File: src/rtl/glitch_report_pkg.sv
// Shared types and constants for the glitch result reporter.
// Entry layout, packet header byte and flag-byte bit positions.
package glitch_report_pkg;

    localparam logic [7:0] HEADER_BYTE  = 8'hA5;
    localparam int         MISMATCH_BIT = 0;
    localparam int         OVF_BIT      = 1;

    typedef enum logic [1:0] {
        IDLE,
        HDR,
        DATA,
        FLAG
    } state_e;

    typedef struct packed {
        logic       mismatch;
        logic [7:0] value;
    } entry_t;

    function automatic logic [7:0] flag_byte(input logic ovf,
                                             input logic mm);
        logic [7:0] b;
        b               = 8'h00;
        b[OVF_BIT]      = ovf;
        b[MISMATCH_BIT] = mm;
        return b;
    endfunction

endpackage

File: src/rtl/report_fifo.sv
// Single-clock FIFO with level counter; level is the full/empty authority.
// A pop frees a slot for a push in the same cycle when full.
module report_fifo #(
    parameter int  DEPTH = 4,
    parameter type T     = logic [8:0],
    localparam int AW    = $clog2(DEPTH)
) (
    input  logic        clk_i,
    input  logic        rst_ni,
    input  logic        push_i,
    input  logic        pop_i,
    input  T            wdata_i,
    output T            rdata_o,
    output logic        full_o,
    output logic        empty_o,
    output logic [AW:0] level_o
);

    localparam logic [AW:0] FULL_LVL = (AW+1)'(DEPTH);

    T              mem_q [DEPTH];
    logic [AW-1:0] wptr_q;
    logic [AW-1:0] rptr_q;
    logic [AW:0]   level_q;
    logic          do_push;
    logic          do_pop;

    assign full_o  = (level_q == FULL_LVL);
    assign empty_o = (level_q == '0);
    assign level_o = level_q;
    assign rdata_o = mem_q[rptr_q];
    assign do_pop  = pop_i && !empty_o;
    assign do_push = push_i && (!full_o || do_pop);

    always_ff @(posedge clk_i) begin
        if (do_push) begin
            mem_q[wptr_q] <= wdata_i;
        end
    end

    always_ff @(posedge clk_i) begin
        if (!rst_ni) begin
            wptr_q  <= '0;
            rptr_q  <= '0;
            level_q <= '0;
        end else begin
            if (do_push) begin
                wptr_q <= wptr_q + 1'b1;
            end
            if (do_pop) begin
                rptr_q <= rptr_q + 1'b1;
            end
            if (do_push && !do_pop) begin
                level_q <= level_q + 1'b1;
            end else if (do_pop && !do_push) begin
                level_q <= level_q - 1'b1;
            end
        end
    end

endmodule

File: src/rtl/glitch_result_reporter.sv
// Classifies pipeline results, buffers them and frames 3-byte report packets.
// Optional FAULT_COUNT_EN adds a saturating mismatch counter port.
module glitch_result_reporter
    import glitch_report_pkg::*;
#(
    parameter int         WIDTH      = 8,
    parameter int         FIFO_DEPTH = 4,
    parameter logic [7:0] HEADER     = HEADER_BYTE
) (
    input  logic                          glitched_clk,
    input  logic                          rst,
    input  logic [WIDTH-1:0]              finout,
    input  logic                          DV_3,
    input  logic [WIDTH-1:0]              exp_val,
    output logic [7:0]                    tx_data,
    output logic                          tx_valid,
    input  logic                          tx_ready,
    output logic                          overflow,
    output logic [$clog2(FIFO_DEPTH):0]   fifo_level
`ifdef FAULT_COUNT_EN
    ,
    output logic [15:0]                   fault_cnt
`endif
);

    state_e state_q, state_d;
    entry_t hold_q, hold_d;
    logic   hold_ovf_q, hold_ovf_d;
    logic   overflow_q, overflow_d;
    entry_t push_entry;
    entry_t fifo_rdata;
    logic   fifo_full;
    logic   fifo_empty;
    logic   pop;
    logic   mismatch;

    assign mismatch   = (finout != exp_val);
    assign push_entry = '{mismatch: mismatch, value: finout};
    assign overflow   = overflow_q;
    // A push on a full FIFO survives only if the engine pops this cycle.
    assign overflow_d = overflow_q | (DV_3 && fifo_full && !pop);

    report_fifo #(
        .DEPTH (FIFO_DEPTH),
        .T     (entry_t)
    ) u_fifo (
        .clk_i   (glitched_clk),
        .rst_ni  (rst),
        .push_i  (DV_3),
        .pop_i   (pop),
        .wdata_i (push_entry),
        .rdata_o (fifo_rdata),
        .full_o  (fifo_full),
        .empty_o (fifo_empty),
        .level_o (fifo_level)
    );

    always_comb begin
        state_d    = state_q;
        hold_d     = hold_q;
        hold_ovf_d = hold_ovf_q;
        pop        = 1'b0;
        tx_valid   = 1'b0;
        tx_data    = 8'h00;
        unique case (state_q)
            IDLE: begin
                if (!fifo_empty) begin
                    pop        = 1'b1;
                    hold_d     = fifo_rdata;
                    hold_ovf_d = overflow_q;
                    state_d    = HDR;
                end
            end
            HDR: begin
                tx_valid = 1'b1;
                tx_data  = HEADER;
                if (tx_ready) state_d = DATA;
            end
            DATA: begin
                tx_valid = 1'b1;
                tx_data  = hold_q.value;
                if (tx_ready) state_d = FLAG;
            end
            FLAG: begin
                tx_valid = 1'b1;
                tx_data  = flag_byte(hold_ovf_q, hold_q.mismatch);
                if (tx_ready) state_d = IDLE;
            end
        endcase
    end

    always_ff @(posedge glitched_clk) begin
        if (!rst) begin
            state_q    <= IDLE;
            hold_q     <= '0;
            hold_ovf_q <= 1'b0;
            overflow_q <= 1'b0;
        end else begin
            state_q    <= state_d;
            hold_q     <= hold_d;
            hold_ovf_q <= hold_ovf_d;
            overflow_q <= overflow_d;
        end
    end

`ifdef FAULT_COUNT_EN
    logic [15:0] fault_q, fault_d;

    always_comb begin
        fault_d = fault_q;
        if (DV_3 && mismatch && (fault_q != 16'hFFFF)) begin
            fault_d = fault_q + 16'd1;
        end
    end

    always_ff @(posedge glitched_clk) begin
        if (!rst) begin
            fault_q <= 16'h0000;
        end else begin
            fault_q <= fault_d;
        end
    end

    assign fault_cnt = fault_q;
`endif

endmodule
File: config.mk
export PLATFORM = sky130hd
export DESIGN_NAME = glitch_result_reporter
export DESIGN_NICKNAME = d
export VERILOG_FILES = /design/src/rtl/glitch_report_pkg.sv /design/src/rtl/report_fifo.sv /design/src/rtl/glitch_result_reporter.sv
export SDC_FILE = /design/constraint.sdc
export NUM_CORES = 1
export LEC_CHECK = 0
export BUFFER_PORTS_ARGS = -buffer_cell sky130_fd_sc_hd__buf_2
export CAP_MARGIN = 20
export CORE_ASPECT_RATIO = 1.4
export CORE_MARGIN = 1
export CORE_UTILIZATION = 41
export DETAILED_ROUTE_END_ITERATION = 7
export GPL_TIMING_DRIVEN = 0
export PLACE_DENSITY = 0.65
export SYNTH_ARGS = -nofsm -noshare
export SYNTH_HDL_FRONTEND = slang
export SYNTH_SLANG_ARGS = --single-unit
File: constraint.sdc
create_clock -name glitched_clk -period 3.9 [get_ports glitched_clk]
set_input_delay 0 -clock glitched_clk [delete_from_list [all_inputs] [get_ports glitched_clk]]
set_output_delay 0 -clock glitched_clk [all_outputs]
set_load 0.03 [all_outputs]
# Word level (Yosys, flattened, before mapping)
# Memories as Yosys holds them, arrays and structs flattened. A register that Yosys moved wholly into a read port is not among the register bits.
# Index checks and enable logic that the tools add are counted.
[word_totals]
reg_bits = 11
latchBits = 0
ram_bits = 36
romBits = 0
inputBits = 20
out_inout_bits = 13
elab_cells = 54
mem_count = 1
[mem_list]
columns = ["memory", "depth", "width", "rd", "rd_ports_with_merged_regs", "write_ports", "line", "text"]
rows = [
  ["u_fifo.mem_q", 4, 9, 1, 1, 1, "report_fifo.sv:21", "T mem_q [DEPTH];"],
]
[classes]
add_sub_neg = 4
n_mul = 0
div = 0
magnitude_cmp = 0
n_eq_ne = 9
shifts = 0
mux = 13
bitwise_logic = 2
n_reduce_logical = 19
[op_table]
columns = ["cell", "n"]
rows = [
  ["$pmux W8 S3", 1],
  ["$mux W2", 4],
  ["$ne A2 B2 Y1 const B", 4],
  ["$ne A8 B8 Y1", 1],
  ["$pmux W2 S4", 1],
  ["$logic_and A1 B1 Y1", 6],
  ["$logic_not A1 Y1", 6],
  ["$mux W3", 2],
  ["$mux W1", 5],
  ["$add A2 B1 Y2 const B", 2],
  ["$eq A2 B2 Y1 const B", 2],
  ["$reduce_and A4 Y1", 1],
  ["$add A3 B1 Y3 const B", 1],
  ["$eq A3 B3 Y1 const B", 1],
  ["$logic_not A3 Y1", 1],
  ["$reduce_or A3 Y1", 1],
  ["$sub A3 B1 Y3 const B", 1],
  ["$eq A2 B1 Y1 const B", 1],
  ["$logic_not A2 Y1", 1],
  ["$reduce_and A2 Y1", 1],
  ["$reduce_bool A2 Y1", 1],
  ["$logic_or A1 B1 Y1", 1],
  ["$not A1 Y1", 1],
  ["$or A1 B1 Y1", 1],
]

# Logic depth before layout (Yosys ltp)
[depth]
depth_word = 10
mapped_depth = 11
mapped_depth_nobuf = 10

# Hierarchy
# From an unflattened synthesis, not the netlist that was laid out.
[unflattened]
hier_cells = 189
hier_area_um2 = 2586.2
[by_module_without_submodules]
columns = ["module", "instances", "cells_per_inst", "area_per_inst_um2", "seq_area_each_um2"]
rows = [
  ["report_fifo", 1, 95, 1786.7, 1261.2],
  ["glitch_result_reporter", 1, 94, 799.5, 260.2],
]

# Least setup slack after synthesis
# Ideal clock, no wire load.
[synth_path]
kind = "register to register"
start = "register state_q[1]"
end = "register u_fifo.level_q[2] (netlist: u_fifo.level_o[2])"
setup_time_ns = 0.070
arrival_time_ns = 2.302
required_time_ns = 3.830
setup_slack_ns = 1.528
stages_incl_launch_ff = 12
n_path_buf = 1
synth_period_minus_slack_ns = 2.372
path_cell_list = "dfxtp_1 -> inv_1 -> ha_1 -> o31a_1 -> buf_2 -> inv_2 -> ha_1 -> inv_1 -> fa_1 -> xor2_1 -> or3_1 -> a21oi_1"
[synth_via]
elab_chain_cells = 8
elab_cells_between_ends = 11
cone_classes = "2 x mux; 9 x reduce/logical"
[synth_lines]
columns = ["element", "line", "text"]
rows = [
  ["start, declared", "glitch_result_reporter.sv:26", "state_e state_q, state_d;"],
  ["start signal, assigned", "glitch_result_reporter.sv:99", "state_q <= state_d;"],
  ["$logic_not A2 Y1 *", "glitch_result_reporter.sv:65", "unique case (state_q)"],
  ["$mux W1 *", "glitch_result_reporter.sv:65", ""],
  ["$logic_and A1 B1 Y1 *", "report_fifo.sv:32", "assign do_pop = pop_i && !empty_o;"],
  ["$logic_or A1 B1 Y1", "report_fifo.sv:33", "assign do_push = push_i && (!full_o || do_pop);"],
  ["$logic_and A1 B1 Y1", "report_fifo.sv:33", ""],
  ["$logic_not A1 Y1", "report_fifo.sv:55", "end else if (do_pop && !do_push) begin"],
  ["$logic_and A1 B1 Y1", "report_fifo.sv:55", ""],
  ["$reduce_bool A2 Y1 (no line)", "-", ""],
  ["end signal, assigned", "report_fifo.sv:54", "level_q <= level_q + 1'b1;"],
  ["end signal, assigned", "report_fifo.sv:56", "level_q <= level_q - 1'b1;"],
  ["end, declared", "report_fifo.sv:24", "logic [AW:0] level_q;"],
]
# Every way passes the cells marked *; elsewhere a longest branch is shown, timed or not.
# A chain may end at the register's enable or synchronous reset.

# Final worst setup path
# Same ends and word-level chain as after synthesis.

==> summary.md <==
| Metric | Value |
|---|---|
| Outcome | `complete, no violations` |
| Post-synth EDFFs | `36` |
| DR WL/cell | `14.3 um` |
| Die H | `93.1 um` |
| Initial drt markers | `79` |
| Setup crit end | `u_fifo.level_o[2]$_SDFFE_PN0P_` |
| GRT overflow | `0` |
| Register area share after synthesis | `60.9%` |
| Antenna viol nets, final | `0` |
| Antenna diode count | `0` |
| Worst r2r dst | `u_fifo.level_o[2]$_SDFFE_PN0P_` |
| Global-route wire length before repair | `7010 um` |
| R2r setup slk | `1270 ps` |
| Pwr Density | `623 nW/um^2` |
| Share of cells above drive strength 1 | `25.1%` |
| Total Power | `1790 uW` |
| Hold Path Stages | `3` |
| Reg area | `1480 sq um` |
| Area Growth Syn to Fin | `18.2%` |
| Longest Clk Path Bufs | `2` |
| Die extent in x | `67.1 um` |
| Clock Skews | `8.39 ps` |
| Clock sink count | `56` |
| Pleak | `0.00110 uW` |
| Clock period minus worst slack | `2630 ps` |
| Tightest Pin Transition | `622 ps` |
| Fmax | `380 MHz` |
| Detailed-placement wirelength estimate | `2900 um` |
| Top Ports | `33` |
| Port-buffer cells | `32` |
| Average size of a mapped cell | `14.0 sq um` |
| Async S/R FF share, synth | `0%` |
| # fillers | `503` |
| Vias in the first global route | `1482` |
| Period utilization | `67.4%` |
| Vias per cell | `5.14` |
| FF+latch count, synth | `56` |
| FF-to-FF Start | `state_q[1]$_SDFFE_PN0P_` |
| Dominant synthesized flop cell | `edfxtp_1` |
| Pins Over Slew Limit | `0` |
| Max-Slew Margin vs Limit | `58.5%` |
| Placer Congestion | `0.737` |
| Setup violators final | `0` |
| CP required | `4150 ps` |
| Synth cell types | `31` |
| Die ar. | `6250 sq um` |
| Unrepaired setup endpoints after global routing | `false` |
| Critical setup path kind | `register to register` |
| Yosys warns | `0` |
| Initial antenna violation count | `0` |
| Max VDD drop | `0.245 mV` |
| Final setup TNS | `0 ps` |
| Initial core utilization | `43.4%` |
| Hold_sp | `DV_3` |
| Tot GR Track Use | `15.6%` |
| Final hold slack | `19.7 ps` |
| TritonCTS buffer count | `5` |
| Root Buffer | `clkbuf_8` |
| Critical path origin | `state_q[1]$_SDFFE_PN0P_` |
| Synth Cell Area | `2430 sq um` |
| Critical Path Start Type | `register` |
| Worst-Skew Late Latency | `310 ps` |
| R2R cell count | `11` |
| WL final | `4180 um` |
| Residual DRC | `0` |
| Synth Instances | `174` |
| CTS tree | `yes` |
| Syn_nets | `205` |
| Footprint of the multi-input gates | `888 sq um` |
| Row count | `32` |
| H-tree depth | `2` |
| Post-CTS Resized | `0` |
| Final #Nets | `253` |
| MaxCap Viol Count | `0` |
| CP Data Arrival Time | `2880 ps` |
| CP endpoint kind | `register` |
| Final Hold Viols | `0` |
| Crit-path max FO | `10` |
| Core area | `5610 sq um` |
| Largest net degree at the start of global routing | `18` |
| Hold Path Class | `input port to register` |
| Via count | `1497` |
| Clock transition at path regs | `90 ps` |
| 1st-pass router iterations | `4` |
==> worst min-delay path by stage <==
stage / endpoint / slack (ps)
floorplan: u_fifo.mem_q[0][0]$_DFFE_PP_ / 100
global placement: u_fifo.mem_q[2][0]$_DFFE_PP_ / 240
detailed placement: u_fifo.mem_q[3][0]$_DFFE_PP_ / 250
CTS: overflow$_SDFF_PN0_ / 8
global route: overflow$_SDFF_PN0_ / 30
finish: overflow$_SDFF_PN0_ / 20
==> cell usage after synthesis, types with 2 or more instances <==
cell / count / area, sq um
xor2_1: 11 / 96.3
dfxtp_1: 20 / 400
nand2_1: 17 / 63.8
and2_1: 3 / 18.8
inv_1: 6 / 22.5
o2bb2ai_1: 9 / 78.8
nor3_1: 2 / 10.0
o21ai_0: 5 / 25.0
nor2_1: 8 / 30.0
and3_1: 4 / 25.0
nand3_1: 5 / 25.0
ha_1: 10 / 125
a22oi_1: 2 / 15.0
mux4_2: 9 / 203
clkbuf_1: 3 / 11.3
nor4_1: 2 / 12.5
mux2i_1: 4 / 40.0
a21oi_1: 4 / 20.0
inv_2: 3 / 11.3
edfxtp_1: 36 / 1080
==> power breakdown <==
group	switching (uW)	internal, uW	leakage [uW]	total [uW]
clock	183	168	0.0000540	351
combinational	362	279	0.000554	642
sequential	69.1	727	0.000495	796
==> metrics by stage <==
| stage | setup WS, ps | instances | area [sq um] | util (%) |
|---|---|---|---|---|
| 2_1_floorplan | 1530 | 174 | 2430 | - |
| 3_3_place_gp | 1330 | 274 | 2680 | 47.7 |
| 3_5_place_dp | 1300 | 274 | 2680 | 47.7 |
| 4_1_cts | 1270 | 291 | 2870 | 51.2 |
| 5_1_grt | 1080 | 291 | 2870 | 51.2 |
| 6_report | 1270 | 291 | 2870 | 51.2 |
==> cell type report <==
type	instances	area share [%]
inverter	9	1.18
timing repair buffer	41	8.71
clock inverter	1	0.305
tap	68	2.96
multi-input combinational	104	30.9
sequential	56	51.6
buffer	5	0.958
clock buffer	7	3.40
==> per-layer routing <==
metal	vias to the layer above	track usage, %	routed length [um]
met2	30	26.3	2170
met1	723	18.4	1790
met5	-	0	0
met3	7	3.66	139
li1	737	-	-
met4	0	6.91	78
==> layout by cell type, fill, tap and decap left out, drive strengths merged <==
cell type	instances
nor2	8
dfxtp	20
a2bb2oi	1
nand2	17
or4b	1
inv	10
o21ai	5
ha	10
or3	1
o311ai	1
o2bb2ai	9
nor3	3
and3	4
dlygate4sd3	9
nor4b	1
a21oi	4
xor2	11
clkbuf	10
and2	3
buf	34
edfxtp	36
xnor2	1
a22oi	2
nand3	5
mux4	9
nor4	2
fa	1
o31a	1
mux2i	4
==> registers in the layout (all words and copies together) (netlist names) <==
name and cells:
u_fifo.mem_q 36, hold_q 9, u_fifo.level_o 3, state_q 2
u_fifo.rptr_q 2, u_fifo.wptr_q 2, hold_ovf_q 1, overflow 1
==> repair_timing <==
item | CTS | global route
hold buffers | 9 | 0
hold endpoints to repair | 35 | 0
setup buffers | 0 | 0
==> worst max-delay path: stages, from the launching register on <==
cell and delay (ps):
dfxtp_1 450, inv_1 140, ha_1 300, o31a_1 180
buf_2 200, inv_2 60, ha_1 170, inv_1 60
fa_1 380, xor2_1 180, or3_1 300, a21oi_1 130
==> logic make-up after synthesis <==
logic type | share of synthesized area [%]
flip-flops | 60.9
AND/OR/NAND/NOR | 9.47
AO/OA/AOI/OAI | 6.79
buffers and inverters | 2.52
multiplexers | 9.98
XOR/XNOR | 4.32
adder cells (fa/ha/maj) | 5.97
Note: power is estimated with default switching activity, not from simulation.
